===== src/rtl/sfifo_param.sv =====
// Parametrised single-clock FIFO with programmable thresholds, optional
// first-word-fall-through read mode and sticky overflow/underflow flags.
module sfifo_param #(
  parameter int unsigned WIDTH    = 8,
  parameter int unsigned DEPTH    = 16,
  parameter int unsigned AF_LEVEL = 14,
  parameter int unsigned AE_LEVEL = 2,
  parameter int unsigned FWFT     = 0,
  localparam int unsigned ABITS   = $clog2(DEPTH)
) (
  input  logic             clock,
  input  logic             reset,
  input  logic [WIDTH-1:0] data_in,
  input  logic             write_n,
  input  logic             read_n,
  input  logic             clr_err,
  output logic [WIDTH-1:0] data_out,
  output logic             valid,
  output logic             full,
  output logic             empty,
  output logic             half,
  output logic             almost_full,
  output logic             almost_empty,
  output logic [ABITS:0]   counter,
  output logic             overflow,
  output logic             underflow
);

  localparam int unsigned CW = ABITS + 1;

  logic [ABITS-1:0] wr_ptr_q, wr_ptr_d;
  logic [ABITS-1:0] rd_ptr_q, rd_ptr_d;
  logic [CW-1:0]    cnt_q, cnt_d;
  logic             ovf_q, ovf_d;
  logic             udf_q, udf_d;
  logic [WIDTH-1:0] mem_q [DEPTH];
  logic             rd_acc, wr_acc;

  // Status flags decode straight from the registered occupancy
  always_comb begin
    full         = (cnt_q == CW'(DEPTH));
    empty        = (cnt_q == '0);
    half         = (cnt_q >= CW'(DEPTH / 2));
    almost_full  = (cnt_q >= CW'(AF_LEVEL));
    almost_empty = (cnt_q <= CW'(AE_LEVEL));
    counter      = cnt_q;
    overflow     = ovf_q;
    underflow    = udf_q;
  end

  // A write into a full FIFO is only legal when a read frees a slot that cycle
  always_comb begin
    rd_acc = ~read_n & ~empty;
    wr_acc = ~write_n & (~full | rd_acc);
  end

  always_comb begin
    wr_ptr_d = wr_ptr_q;
    rd_ptr_d = rd_ptr_q;
    cnt_d    = cnt_q;
    if (wr_acc) wr_ptr_d = wr_ptr_q + ABITS'(1);
    if (rd_acc) rd_ptr_d = rd_ptr_q + ABITS'(1);
    unique case ({wr_acc, rd_acc})
      2'b10:   cnt_d = cnt_q + CW'(1);
      2'b01:   cnt_d = cnt_q - CW'(1);
      default: cnt_d = cnt_q;
    endcase
    // A fresh error in the clear cycle keeps the flag set
    ovf_d = (ovf_q & ~clr_err) | (~write_n & ~wr_acc);
    udf_d = (udf_q & ~clr_err) | (~read_n & ~rd_acc);
  end

  always_ff @(posedge clock or posedge reset) begin
    if (reset) begin
      wr_ptr_q <= '0;
      rd_ptr_q <= '0;
      cnt_q    <= '0;
      ovf_q    <= 1'b0;
      udf_q    <= 1'b0;
    end else begin
      wr_ptr_q <= wr_ptr_d;
      rd_ptr_q <= rd_ptr_d;
      cnt_q    <= cnt_d;
      ovf_q    <= ovf_d;
      udf_q    <= udf_d;
    end
  end

  // Storage array is intentionally not reset
  always_ff @(posedge clock) begin
    if (wr_acc) mem_q[wr_ptr_q] <= data_in;
  end

  if (FWFT != 0) begin : g_fwft
    // Head word shown directly; forced to zero while empty so reset reads zero
    always_comb begin
      data_out = empty ? '0 : mem_q[rd_ptr_q];
      valid    = ~empty;
    end
  end else begin : g_reg
    logic [WIDTH-1:0] dout_q, dout_d;
    logic             vld_q, vld_d;

    always_comb begin
      dout_d = dout_q;
      vld_d  = rd_acc;
      if (rd_acc) dout_d = mem_q[rd_ptr_q];
    end

    always_ff @(posedge clock or posedge reset) begin
      if (reset) begin
        dout_q <= '0;
        vld_q  <= 1'b0;
      end else begin
        dout_q <= dout_d;
        vld_q  <= vld_d;
      end
    end

    always_comb begin
      data_out = dout_q;
      valid    = vld_q;
    end
  end

endmodule


===== config.mk =====
export PLATFORM = sky130hd
export DESIGN_NAME = sfifo_param
export DESIGN_NICKNAME = d
export VERILOG_FILES = /design/src/rtl/sfifo_param.sv
export SDC_FILE = /design/constraint.sdc
export NUM_CORES = 1
export LEC_CHECK = 0
export CAP_MARGIN = 20
export CELL_PAD_IN_SITES_DETAIL_PLACEMENT = 1
export CELL_PAD_IN_SITES_GLOBAL_PLACEMENT = 1
export CORE_AREA = 2 2 136 138
export CTS_BUF_LIST = sky130_fd_sc_hd__clkbuf_4
export CTS_CLUSTER_DIAMETER = 200
export DETAILED_ROUTE_END_ITERATION = 16
export DIE_AREA = 0 0 138 140
export PLACE_DENSITY = 0.6
export SYNTH_ARGS = -nofsm -noshare
export SYNTH_HDL_FRONTEND = slang
export SYNTH_SLANG_ARGS = --single-unit

===== constraint.sdc =====
create_clock -name clock -period 4 [get_ports clock]
set_input_delay 0.8 -clock clock [delete_from_list [all_inputs] [get_ports clock]]
set_output_delay 0.8 -clock clock [all_outputs]
set_load 0.05 [all_outputs]

==> impl_metrics.env <==
export IMPL_synth_ff_type="edfxtp_1"
export IMPL_post_dp_hpwl_mm=8.57
export IMPL_dp_slack_ns=0.823
export IMPL_multi_input_area_mm2=0.00157
export IMPL_worstSetupPathType="register to output pin"
export IMPL_hold_buffers=0
export IMPL_endpoint_kind="output pin"
export IMPL_start_util_pct=34.4
export IMPL_core_mm2=0.0178
export IMPL_cts_clk_slew_worst_paths_ns=0.12
export IMPL_grt_pass1_vias=3323
export IMPL_slew_violations=0
export IMPL_via_per_inst=5.04
export IMPL_layoutNonFillerInstCount=607
export IMPL_finalHoldViolations=0
export IMPL_gp_congestion=0.732
export IMPL_yosysWarningCount=0
export IMPL_grt_total_usage_pct=14.4
export IMPL_fin_skew_ns=0.0179
export IMPL_postCtsSetupRepairBufs=0
export IMPL_crit_fanout=6
export IMPL_syn2layout_area_growth_pct=14.5
export IMPL_tns_ns=0
export IMPL_cts_buffer_depth=2
export IMPL_layout_common_cells="128 x edfxtp_1, 33 x clkdlybuf4s50_1, 32 x mux4_2"
export IMPL_outcome="finished clean"
export IMPL_overflow=0
export IMPL_hold_slack_ns=0.445
export IMPL_die_w_um=138
export IMPL_vias=3057
export IMPL_post_dp_cell_area_mm2=0.00670
export IMPL_wl_per_cell_um=21.4
export IMPL_cp_required_ns=3.20
export IMPL_drive_above_1_share_pct=23.1
export IMPL_cp_top_family="buffers and inverters"
export IMPL_netlist_instances=319
export IMPL_synth_seq_cells=152
export IMPL_post_synth_cell_area_avg_um2=19.2
export IMPL_first_iter_violations=205
export IMPL_ctsResizeCount=0
export IMPL_firstDrtPassIters=5
export IMPL_critPathSlowestCell="clkdlybuf4s50_1"
export IMPL_cts_tree="done"
export IMPL_htreeDepth=4
export IMPL_drc=0
export IMPL_synthesis_area_mm2=0.00611
export IMPL_cellPowerDensity_mw_per_mm2=691
export IMPL_syn_nets=341
export IMPL_cts_sinks=152
export IMPL_finalNetCount=386
export IMPL_die_area_mm2=0.0193
export IMPL_synth_distinct_cells=43
export IMPL_final_area_mm2=0.00700
export IMPL_ys_seq_area_share_pct=72.7
export IMPL_relSlewSlack_pct=39.4
export IMPL_fillers=1757
export IMPL_io_pins=34
export IMPL_numCtsBuffers=17
export IMPL_finalPower_mw=4.84
export IMPL_max_freq_mhz=294
export IMPL_clk_insertion_delay_late_ns=0.55
export IMPL_cts_root_buf="clkbuf_4"
export IMPL_max_stage_delay_ns=0.82
export IMPL_port_buffer_count=33
export IMPL_crit_buf_inv=1
export IMPL_holdCritPathClass="primary input to asynchronous set/reset pin"
export IMPL_worstMarginPinSlew_ns=0.909
export IMPL_async_reset_ff_share_pct=15.8
export IMPL_antenna_found_initial=1
export IMPL_fin_ws_ns=0.604
export IMPL_drt_total_wl_mm=13.0
export IMPL_grt_max_degree=27
export IMPL_synth_edff_count=128
export IMPL_grt_pass1_wl_mm=20.3
export IMPL_ant_nets=0
export IMPL_setup_viol=0
export IMPL_critPathArrivalTime_ns=2.60
export IMPL_layout_commonest_cell="edfxtp_1"
export IMPL_dp_cells=573
export IMPL_rows=49
export IMPL_ir_drop_mv=0.447
export IMPL_p_leak_nw=2.31
export IMPL_drv_cap=0
export IMPL_crit_chain="or4_4 -> nor2_1 -> clkdlybuf4s50_1"
export IMPL_register_area_mm2=0.00445
export IMPL_fin_util_pct=39.4
export IMPL_die_y_um=140
export IMPL_cp_start_kind="register"
export IMPL_rsz0062_at_grt="false"
export IMPL_timing_final_crit_period_ns=3.40
export IMPL_period_share_pct=84.9
## worst register-to-register path: stages (launching register included)
cell and delay (ns):
dfrtp_1 0.46, or4_4 0.61, nor2_4 0.13, or2_4 0.16
inv_1 0.07, ha_1 0.32, nor2b_1 0.14, o21a_1 0.19
o21ai_0 0.19, a21boi_0 0.20, o211ai_1 0.10
## state kept, by name, summed over array words and instances (netlist names)
register,flops
data_out,8
mem_q,128
rd_ptr_q,4
wr_ptr_q,4
underflow,1
valid,1
counter,5
overflow,1
## power breakdown
part | internal [mW] | total, mW | switching, mW
sequential | 1.96 | 2.25 | 0.294
clock | 0.371 | 0.901 | 0.530
combinational | 0.774 | 1.69 | 0.912
total | 3.10 | 4.84 | 1.74
## Yosys cell counts, types with 4 or more instances
| cell | count | area share [%] |
|---|---|---|
| edfxtp_1 | 128 | 63 |
| mux4_2 | 32 | 12 |
| dfrtp_1 | 24 | 9.8 |
| and2_1 | 16 | 1.6 |
| o22ai_1 | 16 | 1.6 |
| a21oi_1 | 11 | 0.90 |
| inv_1 | 9 | 0.55 |
| mux2_2 | 9 | 1.7 |
| ha_1 | 8 | 1.6 |
| xnor2_1 | 8 | 1.1 |
| nand2_1 | 7 | 0.43 |
| clkbuf_1 | 5 | 0.31 |
| nor2_1 | 5 | 0.31 |
| buf_4 | 4 | 0.49 |
## path summary, 6_finish.rpt
kind	startpoint	endpoint	slack, ns	cells past startpoint
setup / recovery	counter[0]	full	0.60	3
hold / removal	reset	overflow	0.44	2
setup reg to reg	counter[0]	counter[4]	1.31	10
hold reg to reg	underflow	underflow	0.55	2
max in group asynchronous	reset	rd_ptr_q[2]	3.18	3
min in group clock	underflow	underflow	0.55	2
## area by class of cell
cell class                      count  area share, %
Multi-Input combinational cell    145           22.4
Clock inverter                     14           1.88
Inverter                            9          0.483
Antenna cell                        1         0.0358
Clock buffer                       18           1.93
Tap cell                          229           4.09
Timing Repair Buffer               39           5.65
Sequential cell                   152           63.5
## layer usage
metal / wire length (um) / part of all wire [%] / track usage [%] / vias to the layer above
met1: 5750 / 44 / 18.3 / 1608
li1: - / - / - / 1368
met2: 6550 / 50 / 24.3 / 70
met3: 530 / 4.1 / 3.86 / 11
met5: 0 / 0 / 0 / -
met4: 159 / 1.2 / 4.51 / 0
## kinds of logic (layout without fill, tap and decap cells)
logic type,Yosys count,after routing,share of synthesized area (%)
DFF,152,152,72.7
muxes,44,44,14.0
and+or+nand+nor,44,44,4.22
AOI/OAI and AO/OA,39,39,4.14
buffers and inverters,22,80,1.66
adders and majority gates,9,9,1.97
xor gates and xnor gates,9,9,1.29
other,0,1,0
Power figures use the tool's default switching activity.
